==> src/rtl/spmv_row_collector.sv <==
// Collects completed SpMV output rows, tags them with a row index and buffers them in a FIFO
// drained over ready/valid. Optional signed 32-bit column saturation: SPMV_COLLECT_SAT_EN.
module spmv_row_collector #(
  parameter int unsigned N_ROWS = 560,
  parameter int unsigned DEPTH  = 16,
  parameter int unsigned AW     = 4,
  parameter int unsigned RW     = 10
) (
  input  logic          clk,
  input  logic          rst,
  input  logic          i_start,
  input  logic          i_mul_valid,
  input  logic          i_mul_zeros,
  input  logic [63:0]   i_mul_data1,
  input  logic [63:0]   i_mul_data2,
  input  logic          i_mul_done,
  output logic          o_out_valid,
  input  logic          i_out_ready,
  output logic [RW-1:0] o_out_row,
  output logic [63:0]   o_out_data1,
  output logic [63:0]   o_out_data2,
  output logic          o_busy,
  output logic          o_all_done,
  output logic          o_row_err,
  output logic          o_ovf,
  output logic          o_sat_flag
);

  localparam int unsigned CW = $clog2(N_ROWS + 1);

  typedef enum logic [1:0] {StIdle, StCollect, StDrain, StDone} state_e;

  state_e        r_state;
  logic          r_busy, r_all_done, r_row_err, r_ovf, r_sat;
  logic [CW-1:0] r_row_cnt;
  logic          r_cap_vld;
  logic [RW-1:0] r_cap_row;
  logic [63:0]   r_cap_d1, r_cap_d2;
  logic [AW:0]   r_wptr, r_rptr;
  logic [RW-1:0] r_mem_row [DEPTH];
  logic [63:0]   r_mem_d1  [DEPTH];
  logic [63:0]   r_mem_d2  [DEPTH];

  logic        w_empty, w_full, w_pop, w_push, w_evt, w_take, w_cnt_max, w_clip;
  logic [63:0] w_d1_raw, w_d2_raw, w_d1, w_d2;

  assign w_empty   = (r_wptr == r_rptr);
  assign w_full    = (r_wptr[AW] != r_rptr[AW]) && (r_wptr[AW-1:0] == r_rptr[AW-1:0]);
  assign w_pop     = !w_empty && i_out_ready;
  // A full FIFO still accepts the capture entry when the head leaves this cycle.
  assign w_push    = r_cap_vld && (!w_full || w_pop);
  assign w_evt     = i_mul_valid || i_mul_zeros;
  assign w_cnt_max = (r_row_cnt == CW'(N_ROWS));
  assign w_take    = (r_state == StCollect) && w_evt && !i_start && !w_cnt_max;
  assign w_d1_raw  = i_mul_valid ? i_mul_data1 : 64'd0;
  assign w_d2_raw  = i_mul_valid ? i_mul_data2 : 64'd0;

`ifdef SPMV_COLLECT_SAT_EN
  function automatic logic [63:0] sat32(input logic [63:0] v);
    if (v[63:31] == {33{v[63]}}) return v;
    return v[63] ? {{33{1'b1}}, 31'd0} : {33'd0, {31{1'b1}}};
  endfunction

  assign w_d1   = sat32(w_d1_raw);
  assign w_d2   = sat32(w_d2_raw);
  assign w_clip = w_take && ((w_d1 != w_d1_raw) || (w_d2 != w_d2_raw));
`else
  assign w_d1   = w_d1_raw;
  assign w_d2   = w_d2_raw;
  assign w_clip = 1'b0;
`endif

  always_ff @(posedge clk) begin
    if (!rst) begin
      r_state    <= StIdle;
      r_busy     <= 1'b0;
      r_all_done <= 1'b0;
      r_row_err  <= 1'b0;
      r_ovf      <= 1'b0;
      r_sat      <= 1'b0;
      r_row_cnt  <= '0;
      r_cap_vld  <= 1'b0;
      r_cap_row  <= '0;
      r_cap_d1   <= '0;
      r_cap_d2   <= '0;
      r_wptr     <= '0;
      r_rptr     <= '0;
    end else if (i_start) begin
      r_state    <= StCollect;
      r_busy     <= 1'b1;
      r_all_done <= 1'b0;
      r_row_err  <= 1'b0;
      r_ovf      <= 1'b0;
      r_sat      <= 1'b0;
      r_row_cnt  <= '0;
      r_cap_vld  <= 1'b0;
      r_wptr     <= '0;
      r_rptr     <= '0;
    end else begin
      r_cap_vld <= w_take;
      if (w_take) begin
        r_cap_row <= RW'(r_row_cnt);
        r_cap_d1  <= w_d1;
        r_cap_d2  <= w_d2;
        r_row_cnt <= r_row_cnt + CW'(1);
      end
      if (w_clip) r_sat <= 1'b1;
      if (w_push) r_wptr <= r_wptr + (AW + 1)'(1);
      if (w_pop) r_rptr <= r_rptr + (AW + 1)'(1);
      if (r_cap_vld && !w_push) r_ovf <= 1'b1;

      case (r_state)
        StCollect: begin
          if (w_evt && w_cnt_max) r_row_err <= 1'b1;
          if (i_mul_done) r_state <= StDrain;
        end
        StDrain: begin
          if (w_evt) r_row_err <= 1'b1;
          if (w_empty && !r_cap_vld) begin
            r_state    <= StDone;
            r_busy     <= 1'b0;
            r_all_done <= 1'b1;
            if (!w_cnt_max) r_row_err <= 1'b1;
          end
        end
        StDone: begin
          if (w_evt) r_row_err <= 1'b1;
        end
        default: ;
      endcase
    end
  end

  always_ff @(posedge clk) begin
    if (w_push) begin
      r_mem_row[r_wptr[AW-1:0]] <= r_cap_row;
      r_mem_d1[r_wptr[AW-1:0]]  <= r_cap_d1;
      r_mem_d2[r_wptr[AW-1:0]]  <= r_cap_d2;
    end
  end

  // Head fields read as zero while the FIFO is empty so no stale row is ever presented.
  assign o_out_valid = !w_empty;
  assign o_out_row   = w_empty ? '0 : r_mem_row[r_rptr[AW-1:0]];
  assign o_out_data1 = w_empty ? '0 : r_mem_d1[r_rptr[AW-1:0]];
  assign o_out_data2 = w_empty ? '0 : r_mem_d2[r_rptr[AW-1:0]];
  assign o_busy      = r_busy;
  assign o_all_done  = r_all_done;
  assign o_row_err   = r_row_err;
  assign o_ovf       = r_ovf;
  assign o_sat_flag  = r_sat;

endmodule

==> config.mk <==
export PLATFORM = sky130hd
export DESIGN_NAME = spmv_row_collector
export DESIGN_NICKNAME = d
export VERILOG_FILES = /design/src/rtl/spmv_row_collector.sv
export SDC_FILE = /design/constraint.sdc
export NUM_CORES = 2
export LEC_CHECK = 0
export CELL_PAD_IN_SITES_DETAIL_PLACEMENT = 0
export CELL_PAD_IN_SITES_GLOBAL_PLACEMENT = 1
export CORE_MARGIN = 3
export CORE_UTILIZATION = 50
export CTS_BUF_LIST = sky130_fd_sc_hd__clkbuf_16
export CTS_CLUSTER_SIZE = 14
export DETAILED_ROUTE_END_ITERATION = 8
export PLACE_DENSITY = 0.74
export SYNTH_ARGS = -nofsm -noshare
export SYNTH_HDL_FRONTEND = slang
export SYNTH_SLANG_ARGS = --single-unit
==> constraint.sdc <==
create_clock -name clk -period 15.8 [get_ports clk]
set_input_delay 3.95 -clock clk [delete_from_list [all_inputs] [get_ports clk]]
set_output_delay 3.95 -clock clk [all_outputs]
set_load 0.005 [all_outputs]
==> results.cfg <==
[run_status]
status = finished, final reports clean

[timing]
rsz0062_at_grt = no
worst_pin_slew_ps = 1450
setup_ws_ps = 6150
min_period_ps = 9650
finalSetupTns_ps = 0
drv_slew = 0
fin_skew_ps = 28.3
finalCritPeriodShare_pct = 61.1
setup-violations-final = 0
hold_viol = 0
slew_headroom_pct = 2.60
fmax_mhz = 104

[floorplanning]
core_area_um2 = 174000
die_w_um = 426
die_h_um = 426
rows = 153
ioPinCount = 279
start_util_pct = 50.5
dieArea_um2 = 181000

[worst_setup_path]
critPathKind = reg -> out
critPathArrivalTime_ps = 5700
worst-path-max-fanout = 50
worstPathRequired_ps = 11850
timing.critical_path.from_type = flop
reg2reg_depth = 7
r2r-end = r_mem_d2[6][1]
worst_setup_path_end_kind = primary output
r2r_slack_ps = 11220
r2r-start = r_rptr[4]

[logic_synthesis]
synth_area_leader_cell = edfxtp_1
synth_compound_area_share_pct = 3.63
synth_edf_count = 2208
synth.distinct_cells = 45
synth-seq-cells = 2377
synth_fa_ha_area_share_pct = 0.0995
ys.flop_type = edfxtp_1
syn_nets = 4061
yosys.area_share.simple_pct = 1.47
yosys-mux-area-fraction_pct = 14.2
synth_top_area_share_pct = 75.3
synth-xor-area-share_pct = 0.0895
seq_area_frac_synth_pct = 79.2
synth_area_leaders = edfxtp_1 75%, mux4_2 14%, dfxtp_1 3.8%
yosys.cell_count.top_type = edfxtp_1
synth_top_family_by_area = multiplexers
synth_cells = 3919
yosys_warnings = 0
ys_top_cells_by_count = 2208 x edfxtp_1, 552 x mux4_2, 276 x o22ai_1
synth_area_um2 = 88000
avgSynthCellArea_um2 = 22.5
synth-async-reset-ratio_pct = 0

[layout]
area_growth_pct = 14.2
design_area_um2 = 101000
drive_gt1_share_pct = 21.7
nets = 4400
final_cells = 6786

[drt]
drcViolationCount = 0
drt_wl_total_um = 207000
drt_iter0_drc = 4503
route.vias.total = 42185
viasPerCell = 6.22
first_pass_iters = 6
post_drt_wl_per_cell_um = 30.5
antenna_left = 0

[clocking]
cts_max_level = 4
clk_pin_slew_ps = 60
cts_root_buffer = clkbuf_16
cts_tree = done
clock_path_buffers = 3
cts.sinks = 2377
cts_buffers = 229
cts-hold-fix-buffers = 0
clock_latency_ps = 850
post_cts_buffers = 0
cts_resized = 0

[placed_design]
dp_hpwl_um = 102000
io_buffer_count = 277
post_dp_cell_area_um2 = 93400
gp_congestion = 0.724
pre_cts_slack_ps = 6930
place_inst = 6352

[pwr]
power.density_nw_per_um2 = 121
p_total_mw = 12.2
switching_share_pct = 19.5
intPower_mw = 9.79
ir_worst_vdd_mv = 0.0971
p_seq_share_pct = 56.4
switchingPower_mw = 2.38
clock_power_share_pct = 42.6
cellLeakagePower_nw = 31.0
pwr-share-comb_pct = 1.0

[min_path]
hold_end = o_busy
hold_class = reg -> reg
hold_path_depth = 2
holdCritStartpoint = o_busy

[job]
cap_violations = 0

[grt]
antenna_found_initial = 8
grt-ovfl-total = 0
grt_pass1_vias = 43467
grt_usage_pct = 23.0
grt_pass1_wl_um = 302000
grt_start_max_net_pins = 122
[worst max path at each step]
stage	from	to	slack [ps]	cells after the start
finish	flop	o_out_data1[5]	6150	7
global route	flop	o_out_data1[5]	5870	7
CTS	flop	o_out_data1[5]	5980	7
detailed placement	flop	o_out_data1[5]	6930	7
global placement	flop	o_out_data1[5]	6980	7
floorplan	i_out_ready	r_wptr[4]	4260	3
[critical path, cell delays in order, from the launching register on]
cell	delay, ps
dfxtp_4	870
buf_4	690
buf_4	770
buf_4	750
mux4_2	340
o22ai_1	70
nor3_1	620
clkdlybuf4s50_1	650
[placed cells by master, fill, tap and decap left out, types with 4 or more instances in the layout]
cell	netlist	routed
and3_4	0	15
o22ai_1	276	276
nor3_1	142	141
ha_1	7	7
edfxtp_1	2208	2208
nand4_1	7	7
mux4_2	552	552
mux2i_1	6	6
nor2b_1	4	4
a22o_1	128	128
dfxtp_1	169	166
nand2b_1	9	5
or4_1	5	5
clkbuf_16	0	233
nand2_1	24	22
clkinv_2	0	44
clkdlybuf4s50_1	0	277
inv_1	10	70
nand3_1	15	15
clkinv_1	0	63
nor4_1	6	6
buf_4	12	66
buf_12	0	9
o21ai_0	17	17
bufinv_16	0	15
xnor2_1	8	8
clkinvlp_4	0	5
o211ai_1	6	6
diode_2	0	4
a21oi_1	22	21
nor2_1	13	12
[layout make-up]
class	instances	area, µm²
fillers	12512	73900
flip-flops and latches	2377	69700
multi-input cells	1288	17300
clock buffers	233	5830
repair buffers	352	3450
well taps	2325	2910
clock inverters	197	1310
inverters	10	37.5
diodes	4	10.0
[sequential cells by signal (all words and copies together), names as in the netlist, named ones only]
name / count
o_row_err: 1
r_wptr: 5
r_state: 2
r_row_cnt: 10
o_ovf: 1
r_mem_d2: 1024
r_cap_vld: 1
r_mem_d1: 1024
r_cap_row: 10
r_cap_d2: 64
r_cap_d1: 64
o_busy: 1
o_all_done: 1
r_rptr: 5
r_mem_row: 160
[stage by stage]
stage	hold WS (ps)	utilization, %
after detailed placement	454	53.5
after CTS	475	57.6
final	468	57.6
after global routing	521	57.6
after floorplan	452	-
after global placement	452	53.5
[power groups by stage]
stage	Sequential [mW]	Combinational, mW	Clock, mW
after floorplan	6.98	0.0538	0
after global placement	6.99	0.128	0
after detailed placement	6.99	0.128	0
after CTS	6.86	0.129	5.27
after global routing	6.86	0.134	5.52
final	6.86	0.126	5.18
[per-layer routing]
layer / GRT usage, % / wire length [µm]
met1: 33.2 / 86500
met2: 37.1 / 102000
met3: 3.86 / 14400
met4: 5.82 / 4360
met5: 0 / 0
[cell families after synthesis]
family	Yosys count
XOR/XNOR	9
buffers and inverters	254
multiplexers	558
AND/OR/NAND/NOR	251
other	1
adder cells (fa/ha/maj)	7
flip-flops	2377
AO/OA/AOI/OAI	462
Note: power is estimated with default switching activity, not from simulation.
